### src/rtl/timer.sv
// timer: CPU-programmable 32-bit down-counter with one-shot/auto-reload modes and a maskable IRQ
module timer (
  input  logic        clk,
  input  logic        reset,
  input  logic [1:0]  Addr,
  input  logic        We,
  input  logic [31:0] Din,
  output logic [31:0] Dout,
  output logic        IRQ
);
  typedef enum logic [1:0] {IDLE, LOAD, CNT, INT} state_t;
  state_t      state, state_nx;
  logic [3:0]  ctrl;
  logic [31:0] preset, count, count_nx;
  logic        irq_flag, hw_set, hw_clr_flag, hw_clr_en;
  logic        wr_ctrl, wr_preset;
  assign wr_ctrl   = We && Addr == 2'd0;
  assign wr_preset = We && Addr == 2'd1;
  always_comb begin
    state_nx    = state;
    count_nx    = count;
    hw_set      = 1'b0;
    hw_clr_flag = 1'b0;
    hw_clr_en   = 1'b0;
    case (state)
      IDLE: state_nx = ctrl[0] ? LOAD : IDLE;
      LOAD: begin
        count_nx = preset;
        state_nx = CNT;
      end
      CNT:
        if (!ctrl[0]) state_nx = IDLE;
        else if (count > 32'd1) count_nx = count - 32'd1;
        else begin
          count_nx = '0;
          hw_set   = 1'b1;
          state_nx = INT;
        end
      INT:
        if (ctrl[2:1] == 2'd1) begin
          hw_clr_flag = 1'b1;
          state_nx    = LOAD;
        end else begin
          hw_clr_en = 1'b1;
          state_nx  = IDLE;
        end
      default: state_nx = IDLE;
    endcase
  end
  // a hardware expiry wins over a same-cycle CPU clear; a CPU CTRL write wins over the hardware Enable clear
  always_ff @(posedge clk) begin
    if (!reset) begin
      state    <= IDLE;
      ctrl     <= '0;
      preset   <= '0;
      count    <= '0;
      irq_flag <= 1'b0;
    end else begin
      state    <= state_nx;
      count    <= count_nx;
      ctrl     <= wr_ctrl ? Din[3:0] : {ctrl[3:1], ctrl[0] & ~hw_clr_en};
      preset   <= wr_preset ? Din : preset;
      irq_flag <= hw_set | (irq_flag & ~hw_clr_flag & ~wr_ctrl & ~wr_preset);
    end
  end
  always_comb
    Dout = !reset          ? '0 :
           Addr == 2'd0    ? {28'b0, ctrl} :
           Addr == 2'd1    ? preset :
           Addr == 2'd2    ? count : '0;
  assign IRQ = irq_flag & ctrl[3];
endmodule
### config.mk
export PLATFORM = sky130hd
export DESIGN_NAME = timer
export DESIGN_NICKNAME = d
export VERILOG_FILES = /design/src/rtl/timer.sv
export SDC_FILE = /design/constraint.sdc
export NUM_CORES = 1
export LEC_CHECK = 0
export CORE_MARGIN = 3
export CORE_UTILIZATION = 48
export CTS_CLUSTER_DIAMETER = 60
export DETAILED_ROUTE_END_ITERATION = 6
export PLACE_DENSITY_LB_ADDON = 0.3
export RECOVER_POWER = 50
export SYNTH_ARGS = -nofsm -noshare
export SYNTH_HDL_FRONTEND = slang
export SYNTH_SLANG_ARGS = --single-unit
### constraint.sdc
create_clock -name clk -period 2.4 [get_ports clk]
set_input_delay 0.36 -clock clk [delete_from_list [all_inputs] [get_ports clk]]
set_output_delay 0.36 -clock clk [all_outputs]
set_load 0.02 [all_outputs]
==> summary.md <==
| Metric | Value |
|---|---|
| Initial DRC count | 289 |
| Die area | 9530 um^2 |
| Horiz. Die Dim | 97.6 um |
| Hold crit path type | register to register |
| Final Hold Fails | 0 |
| Critical path arrival | 2650 ps |
| CP max stage delay | 550 ps |
| Final setup vio count | 2 |
| CORE AREA | 7930 um^2 |
| Clock slew at reported path FFs | 80 ps |
| Yosys cell types | 53 |
| Startpoint class of the critical path | register |
| Cell breakdown of the critical path | or4_4 -> or4_4 -> o311ai_4 -> buf_4 -> a31oi_1 -> o221a_2 |
| CP Buf/Inv Count | 1 |
| WP data required | 2640 ps |
| Total grt overflow | 0 |
| Fin. max-slew vios | 0 |
| Cell Area, Placed | 5110 um^2 |
| Max-Cap Viols | 0 |
| Mapped Nets | 595 |
| Finished Core Util | 0.676 |
| Router iterations before antenna repair | 5 |
| # IOs | 70 |
| Min Hold Slack | 475 ps |
| Final period utilization | 1.00 |
| Cell class contributing the biggest share of worst-path delay | simple AND/OR/NAND/NOR gates |
| Relative slew margins | 0.573 |
| First-pass GRT wire length | 20.3 mm |
| Initial antenna violation count | 0 |
| CTS tree | built |
| Clock latency on the worst-skew pair | 350 ps |
| Dpl hpwl | 8.48 mm |
| EDFF count, synth | 0 |
| Slew @ Worst Pin | 640 ps |
| Yosys warns | 0 |
| Gate Count Post-Synth | 556 |
| Kind of critical path | register to register |
| CP most frequent cell | or4_4 |
| PD cells | 550 nW/um^2 |
| Clock root buffer | clkbuf_8 |
| CTS Buf Count | 9 |
| Largest net degree at the start of global routing | 33 |
| Gpl congestion | 0.922 |
| Fin area | 5360 um^2 |
| Die height | 97.6 um |
| Starting Density | 0.508 |
| Syn Area/Cell | 7.24 um^2 |
| Row count | 32 |
| Main synth FF type | dfxtp_1 |
| Hold path endpoint | preset[27] |
| Share of cells above drive strength 1 | 0.140 |
| R2R setup slack | -10 ps |
| Via count | 4495 |
| Total Routing Usage GR | 0.254 |
| Hold path cells | 2 |
| # diodes | 0 |
| HP Start | preset[27] |
| Leak | 2.16 nW |
| Run status | finished, violations left |
| Total wire length | 12.1 mm |
| CP max stage cell | or4_4 |
| Critical-path maximum fanout | 8 |
| Fin crit period | 2410 ps |
| Failing checks | setup timing |
| Setup ws final | -9.54 ps |
| Seq cells post-synth | 71 |
| Area Overhead vs Synth | 33.1% |
| Async set-or-reset flop fraction in the synthesized netlist | 0 |
| Antenna-violating nets left | 0 |
| FF-to-FF End | count[14] |
| Clock skew | 6.04 ps |
| Unrepaired setup endpoints after global routing | yes |
| Post-place setup slack | -116 ps |
| Vias in the first global route | 4351 |
| Mapped Area | 4030 um^2 |
| Fmax | 0.415 GHz |
| IO buf count | 69 |
| Tot Pwr | 2.95 mW |
| Worst r2r path cells | 6 |
| Crit end category | register |
| Post-route DRC violation count | 0 |
| Htree depth | 3 |
| CTS Sinks | 71 |
| Vias per cell | 5.99 |
| Sequential area share after synthesis | 0.353 |
| Fin nets | 682 |
| Worst VDD drop | 0.000287 V |
| Clock Tree Buf Depth | 2 |
| Worst r2r src | count[19] |
| Drt wl/cell | 16.1 um |
[how the worst max path moves through the flow]
stage | cells after the start | start | slack (ps) | to
after floorplan | 7 | count[21] | -50 | count[19]
after global placement | 6 | Addr[0] | -80 | Dout[28]
after detailed placement | 6 | Addr[1] | -120 | Dout[28]
after CTS | 6 | count[21] | 10 | count[14]
after global routing | 6 | count[19] | -50 | count[2]
final | 6 | count[19] | -10 | count[14]
[what timing repair did]
action	4_1_cts	5_1_grt
endpoints found under the hold margin	0	0
buffers inserted	0	4
hold buffers	0	0
pin swaps	1	4
gates resized for setup	32	5
setup endpoints to repair	35	9
cloned	0	0
[per-stage QoR]
| step | setup TNS (ps) | std cells |
|---|---|---|
| finish | -9.59 | 750 |
| global route | -265 | 750 |
| CTS | 0 | 746 |
| detailed placement | -3090 | 730 |
| global placement | -1860 | 730 |
| floorplan | -109 | 556 |
[layout by cell type, fill, tap and decap left out, drive strengths merged, types with 3 or more instances in the layout]
| master | n |
|---|---|
| a211oi | 10 |
| a21oi | 72 |
| a22oi | 28 |
| and2 | 3 |
| buf | 48 |
| bufinv | 3 |
| clkbuf | 14 |
| clkdlybuf4s50 | 36 |
| dfxtp | 71 |
| dlygate4sd2 | 32 |
| inv | 12 |
| mux2i | 7 |
| nand2 | 82 |
| nand2b | 4 |
| nand3 | 8 |
| nand4 | 5 |
| nor2 | 68 |
| nor2b | 4 |
| nor3 | 13 |
| nor4 | 11 |
| o211a | 3 |
| o21a | 8 |
| o21ai | 47 |
| o221a | 5 |
| o41ai | 3 |
| or3 | 5 |
| or4 | 6 |
[routing by layer]
layer,routed length [um],track usage,share of wire
met5,0,0,0
met4,307,0.120,0.025
met2,5730,0.411,0.47
met3,903,0.0424,0.075
met1,5140,0.328,0.43
[Yosys cell counts (3+ instances only)]
master    number  share of area
nand3_1        8         0.0099
nor2b_1        4         0.0062
or4_1          4         0.0075
a22oi_1       28          0.052
o211a_1        3         0.0075
o21a_1         8          0.015
nor3_1        13          0.016
nor2_1        68          0.063
dfxtp_1       71           0.35
a21oi_1       72          0.089
or3_1          4         0.0062
a211oi_1      10          0.019
clkbuf_1      41          0.038
nand2b_1       4         0.0062
o41ai_1        3         0.0065
nand2_1       82          0.076
nand4_1        5         0.0078
inv_1         11          0.010
mux2i_1        7          0.017
and2_1         3         0.0047
nor4_1        11          0.017
o221a_2        4          0.011
o21ai_0       47          0.058
[worst min-delay path, cell delays in order, from the launching register on]
cell and delay, ps:
dfxtp_1 330, nand2_1 50, a21oi_1 50
[cell families after synthesis]
logic type,synth area share
DFF,0.353
buffers and inverters,0.0569
and+or+nand+nor,0.247
muxes,0.0174
AOI/OAI and AO/OA,0.311
adders and majority gates,0.00621
xor gates and xnor gates,0.00870
[area by class of cell]
| type | instances | area [um^2] |
|---|---|---|
| Timing Repair Buffer | 121 | 1100 |
| Tap cell | 102 | 128 |
| Inverter | 12 | 45.0 |
| Clock inverter | 6 | 108 |
| Fill cell | 692 | 2570 |
| Sequential cell | 71 | 1420 |
| Clock buffer | 10 | 138 |
| Multi-Input combinational cell | 428 | 2420 |
[flip-flops by register name, indices dropped and copies added (netlist names)]
register,cells
count,32
ctrl,4
irq_flag,1
preset,32
state,2
[where the power goes]
| part | internal [mW] | total [mW] | switching [mW] | leakage [nW] |
|---|---|---|---|---|
| sequential | 1.21 | 1.24 | 0.0322 | 0.576 |
| combinational | 0.238 | 0.529 | 0.292 | 1.46 |
| clock | 0.715 | 1.18 | 0.462 | 0.122 |
| total | 2.16 | 2.95 | 0.786 | 2.16 |
Power figures use the tool's default switching activity.
